===== src/rtl/uart_rx_frame_ctrl.sv =====
// Frame controller behind the UART receiver: sync hunt, length, payload, XOR checksum, replay on valid/ready.
// Optional inter-byte timeout is built when UART_FRAME_TIMEOUT_EN is defined.
module uart_rx_frame_ctrl #(
  parameter logic [7:0] SYNC_BYTE   = 8'hA5,
  parameter int         MAX_LEN     = 16,
  parameter int         TIMEOUT_CYC = 208340,
  parameter int         CNT_W       = 8
) (
  input  logic             clk,
  input  logic             rst,
  input  logic [7:0]       rx_byte,
  input  logic             rx_valid,
  output logic [7:0]       out_data,
  output logic             out_valid,
  output logic             out_last,
  input  logic             out_ready,
  output logic             busy,
  output logic             frame_ok,
  output logic             frame_err,
  output logic [1:0]       err_code,
  output logic [CNT_W-1:0] drop_cnt
);

  localparam int IDX_W  = $clog2(MAX_LEN + 1);
  localparam int ADDR_W = (MAX_LEN > 1) ? $clog2(MAX_LEN) : 1;

  typedef enum logic [2:0] {IDLE, LEN, PAY, CHK, OUT} state_t;

  state_t           state;
  logic [7:0]       mem [0:MAX_LEN-1];
  logic [IDX_W-1:0] len;
  logic [IDX_W-1:0] wr_idx;
  logic [IDX_W-1:0] rd_idx;
  logic [IDX_W-1:0] rd_nxt;
  logic [7:0]       chk;
  logic             len_bad;
  logic             chk_good;
  logic             fire;

  function automatic logic [CNT_W-1:0] sat_inc(input logic [CNT_W-1:0] v);
    return (&v) ? v : v + CNT_W'(1);
  endfunction

  assign len_bad  = (rx_byte == 8'd0) || (rx_byte > 8'(MAX_LEN));
  assign chk_good = (rx_byte == chk);
  assign fire     = out_valid && out_ready;
  assign rd_nxt   = rd_idx + IDX_W'(1);
  assign busy     = (state != IDLE);

`ifdef UART_FRAME_TIMEOUT_EN
  localparam int TMR_W = (TIMEOUT_CYC > 2) ? $clog2(TIMEOUT_CYC) : 1;
  logic [TMR_W-1:0] timer;
  logic             in_rx;
  logic             tmo_hit;

  assign in_rx   = (state == LEN) || (state == PAY) || (state == CHK);
  assign tmo_hit = in_rx && !rx_valid && (timer == TMR_W'(TIMEOUT_CYC - 1));
`endif

  // Datapath: frame buffer, running checksum and indices carry no reset
  always_ff @(posedge clk) begin
    if (rx_valid) begin
      case (state)
        LEN: begin
          len    <= IDX_W'(rx_byte);
          chk    <= rx_byte;
          wr_idx <= '0;
        end
        PAY: begin
          mem[wr_idx[ADDR_W-1:0]] <= rx_byte;
          chk    <= chk ^ rx_byte;
          wr_idx <= wr_idx + IDX_W'(1);
        end
        default: ;
      endcase
    end
    if (state == CHK && rx_valid)
      rd_idx <= '0;
    else if (state == OUT && fire)
      rd_idx <= rd_nxt;
  end

  // Control FSM with registered stream and status outputs
  always_ff @(posedge clk) begin
    if (rst) begin
      state     <= IDLE;
      out_valid <= 1'b0;
      out_last  <= 1'b0;
      out_data  <= '0;
      frame_ok  <= 1'b0;
      frame_err <= 1'b0;
      err_code  <= 2'b00;
      drop_cnt  <= '0;
`ifdef UART_FRAME_TIMEOUT_EN
      timer     <= '0;
`endif
    end else begin
      frame_ok  <= 1'b0;
      frame_err <= 1'b0;
      case (state)
        IDLE: if (rx_valid && rx_byte == SYNC_BYTE) state <= LEN;
        LEN: if (rx_valid) begin
          if (len_bad) begin
            frame_err <= 1'b1;
            err_code  <= 2'b01;
            state     <= IDLE;
          end else begin
            state <= PAY;
          end
        end
        PAY: if (rx_valid && (wr_idx + IDX_W'(1) == len)) state <= CHK;
        CHK: if (rx_valid) begin
          if (chk_good) begin
            frame_ok  <= 1'b1;
            out_valid <= 1'b1;
            out_data  <= mem[ADDR_W'(0)];
            out_last  <= (len == IDX_W'(1));
            state     <= OUT;
          end else begin
            frame_err <= 1'b1;
            err_code  <= 2'b10;
            state     <= IDLE;
          end
        end
        OUT: begin
          // Bytes arriving while draining are discarded, never resynced
          if (rx_valid) drop_cnt <= sat_inc(drop_cnt);
          if (fire) begin
            if (out_last) begin
              out_valid <= 1'b0;
              out_last  <= 1'b0;
              state     <= IDLE;
            end else begin
              out_data <= mem[rd_nxt[ADDR_W-1:0]];
              out_last <= (rd_nxt == len - IDX_W'(1));
            end
          end
        end
        default: state <= IDLE;
      endcase
`ifdef UART_FRAME_TIMEOUT_EN
      if (rx_valid || !in_rx) timer <= '0;
      else                    timer <= timer + TMR_W'(1);
      // A byte in the expiry cycle wins because tmo_hit requires !rx_valid
      if (tmo_hit) begin
        frame_err <= 1'b1;
        err_code  <= 2'b11;
        state     <= IDLE;
      end
`endif
    end
  end

endmodule


===== config.mk =====
export PLATFORM = sky130hd
export DESIGN_NAME = uart_rx_frame_ctrl
export DESIGN_NICKNAME = d
export VERILOG_FILES = /design/src/rtl/uart_rx_frame_ctrl.sv
export SDC_FILE = /design/constraint.sdc
export NUM_CORES = 1
export LEC_CHECK = 0
export BUFFER_PORTS_ARGS = -buffer_cell sky130_fd_sc_hd__buf_4
export CORE_MARGIN = 5
export CORE_UTILIZATION = 55
export CTS_CLUSTER_DIAMETER = 50
export DETAILED_ROUTE_END_ITERATION = 10
export PLACE_DENSITY = 0.84
export REMOVE_ABC_BUFFERS = 1
export SLEW_MARGIN = 30
export SYNTH_ARGS = -nofsm -noshare
export SYNTH_HDL_FRONTEND = slang
export SYNTH_SLANG_ARGS = --single-unit
export TNS_END_PERCENT = 20

===== constraint.sdc =====
create_clock -name clk -period 2 [get_ports clk]
set_input_delay 0.4 -clock clk [delete_from_list [all_inputs] [get_ports clk]]
set_output_delay 0.4 -clock clk [all_outputs]
set_load 0.03 [all_outputs]

==> impl_results.md <==
* Ratio of cells with drive above 1 in the final layout at 0.213
* Syn_area_per_cell at 14.0 µm²
* Wl on met1 at 6930 µm
* Setup TNS at 0 ns
* Crit path capture type: register
* FF-to-FF path depth at 7
* Sequential share of the synthesized area at 0.655
* Met2 wire length at between 8000 and 9000 µm
* Synth Instances at 542
* CP Data Required Time at 2.34 ns
* First-pass GRT wire length at 27000 µm
* Post-route minimum period at between 1.5 and 2 ns
* Worst-path clk slew at around 0.07 ns
* Port Buffers at 34
* Drt first pass iters at 7
* YS warnings at 0
* Pin count of the biggest net entering global routing at 27
* Pleak at between 0.003 and 0.004 µW
* Post-route ant nets at 0
* Pwr Density at ~800 nW/µm²
* Area growth syn-to-layout at 18.9%
* Fin. max-slew vios at 0
* GP Congestion at 0.846
* Hold Path Depth at 2
* Worst R2R End: out_data[5]
* Postcts setup bufs at 0
* Element type at the critical path start: register
* Worst hold path startpoint: rx_byte[6]
* Cts hold-fix bufs at 0
* DP HPWL at 11500 µm
* CTS root buffer: clkbuf_16
* Switching share of power at 0.196
* Setup-failing EPs final at 0
* Drt drc at 0
* Initial Util at 0.554
* Synthesized cell area at 7600 µm²
* Clock power share at 0.448
* Max Root-Sink Buffers at 2
* Die width at ~130 µm
* Core Footprint at 13700 µm²
* Setup ws final at roughly 0.0034 ns
* Gr usage total at 0.220
* Worst setup path start: rd_idx[0]
* Dpl ws at -0.0117 ns
* Kind of critical path: reg -> reg
* Grt ovf at 0
* Top_reg_cell synth: edfxtp_1
* Crit share post-route at 0.998
* Vias/cell at 6.01
* RSZ-0062 raised after global routing: true
* DR WL met3 at roughly 1200 µm
* Headroom to the max-slew limit at 0.692
* Die area at between 15000 and 20000 µm²
* R2r setup slk at around 0.0034 ns
* Die height at 128 µm
* Final Skew at 0.0128 ns
* FP Rows at 43
* Skew-Pair Late Insertion Delay at 0.43 ns
* R2R Path Start: rd_idx[0]
* Status: finished, final reports clean
* Crit-path max FO at 20
* # IOs at 35
* Power Internal at 5980 µW
* Final Hold Slack at 0.333 ns
* Arrival @ worst endpoint at 2.34 ns
* Comb pwr share at 0.019
* Vias in the first global route at between 5000 and 6000
* Final Hold Vio Count at 0
* Cts bufs inserted at 17
* Final WL at approximately 17000 µm
* Yosys cell types at 49
* Async set or reset register ratio after synthesis at 0
* Fmax achieved at 501 MHz
* Vias at 4866
* TritonCTS sink count at 176
* Filler cell count at 949
* EDFF count, synth at 146
* Slew @ Worst Pin at 0.462 ns
* Initial antenna violation count at 0
* Max VDD drop at around 0.57 mV
* Reg power frac at 0.532
* Routed wire per std cell at 21.0 µm
* Top sig layer: met4
* Hold Path End: chk[6]
* Hold Crit Class: in -> reg
* Number of synthesized register bits at 176
* Max Cap Viol at 0
* Net Switching at approximately 1500 µW
* H-tree levels at 4
* DRT iter0 DRCs at 568
* # diodes at 0
* Final net count at approximately 640
* TritonCTS clock tree: built
==> stage by stage <==
step	utilization	power [µW]	area [µm²]	instances
after floorplan	-	4070	7430	509
after global placement	0.612	4180	8390	777
after detailed placement	0.612	4190	8390	777
after CTS	0.656	7470	9000	809
after global routing	0.659	7670	9040	809
final	0.659	7450	9040	809
==> sequential cells by signal, summed over array words and instances, names as in the netlist <==
name and cells:
mem 128, chk 8, drop_cnt 8, out_data 8, len 5, rd_idx 5
wr_idx 5, state 3, err_code 2, frame_err 1, frame_ok 1, out_last 1
out_valid 1
==> logic make-up (layout without fill, tap and decap cells) <==
family / after synthesis / count (layout) / share of synthesized area
flops: 176 / 176 / 0.655
simple gates: 135 / 135 / 0.0908
compound gates: 71 / 71 / 0.0732
mux: 66 / 66 / 0.0869
xor+xnor: 46 / 46 / 0.0540
buf+inv: 40 / 127 / 0.0265
fa+ha+maj: 8 / 8 / 0.0132
==> worst max-delay path, cell delays in order, from the launching register on <==
cell and delay, ns:
dfxtp_1 0.34, ha_4 0.35, buf_12 0.19, buf_16 0.20
mux2i_1 0.10, a221oi_2 0.30, a22oi_1 0.12, a311oi_1 0.28
==> what timing repair did <==
item | 4_1_cts | 5_1_grt
resized for setup | 2 | 9
pin swaps | 0 | 1
setup endpoints to repair | 8 | 8
==> worst max path at each step <==
stage             endpoint  slack [ns]
2_1_floorplan  out_data[5]       -1.54
3_3_place_gp     frame_err       -0.01
3_5_place_dp   out_data[0]       -0.01
4_1_cts        out_data[0]       0.002
5_1_grt        out_data[1]       -0.05
6_report       out_data[5]       0.003
==> cells in the final DEF (no fill, tap or decap), types with 2 or more instances in the layout <==
cell type and n:
a21oi_1 7, a221oi_1 11, a221oi_2 5, a22oi_1 23, a311oi_1 9, and2_1 4
and3_1 6, buf_12 4, buf_4 83, bufinv_16 3, clkbuf_1 4, clkbuf_16 17
clkinvlp_4 3, dfxtp_1 30, edfxtp_1 146, ha_1 7, inv_1 7, inv_6 2
mux2i_1 66, nand2_1 20, nand2b_1 3, nand3_1 17, nand3b_1 2, nand4_1 9
nand4b_1 2, nor2_1 33, nor2_2 3, nor2b_1 3, nor3_1 18, nor4_1 5
o21ai_0 7, or3b_2 2, xnor2_1 23, xor2_1 22
==> per-layer routing <==
layer  global-route usage  up-vias
li1                     -     2223
met1                0.291     2403
met2                0.356      207
met3               0.0564       33
met4               0.0768        0
met5                    0        -
==> power groups by stage <==
stage,clock [µW],combinational [µW],sequential [µW]
finish,3340,144,3960
global route,3560,154,3960
CTS,3360,144,3960
detailed placement,0,143,4040
global placement,0,137,4040
floorplan,0,24.3,4050
==> cells in the mapped netlist (all sizes together), types with 2 or more instances <==
cell | n | area share
edfxtp | 146 | 0.58
mux2i | 66 | 0.087
nor2 | 36 | 0.018
dfxtp | 30 | 0.079
a22oi | 23 | 0.023
xnor2 | 23 | 0.026
xor2 | 23 | 0.027
buf | 20 | 0.016
nand2 | 20 | 0.0099
nor3 | 18 | 0.012
nand3 | 17 | 0.011
a221oi | 16 | 0.019
clkbuf | 13 | 0.0066
a311oi | 10 | 0.014
nand4 | 9 | 0.0074
a21oi | 8 | 0.0058
ha | 8 | 0.013
and3 | 7 | 0.0058
inv | 7 | 0.0035
o21ai | 7 | 0.0046
and2 | 5 | 0.0041
nor4 | 5 | 0.0041
nand2b | 3 | 0.0025
nor2b | 3 | 0.0025
or3b | 3 | 0.0035
nand3b | 2 | 0.0020
nand4b | 2 | 0.0023
nor3b | 2 | 0.0026
==> cell type report <==
cell class / instances / area [µm²] / area share
inverters: 7 / 26.3 / 0.00291
well taps: 180 / 225 / 0.0249
repair buffers: 88 / 731 / 0.0808
clock buffers: 21 / 440 / 0.0487
multi-input cells: 326 / 2480 / 0.274
clock inverters: 11 / 155 / 0.0172
flip-flops and latches: 176 / 4980 / 0.551
(Power assumes the default switching activity.)
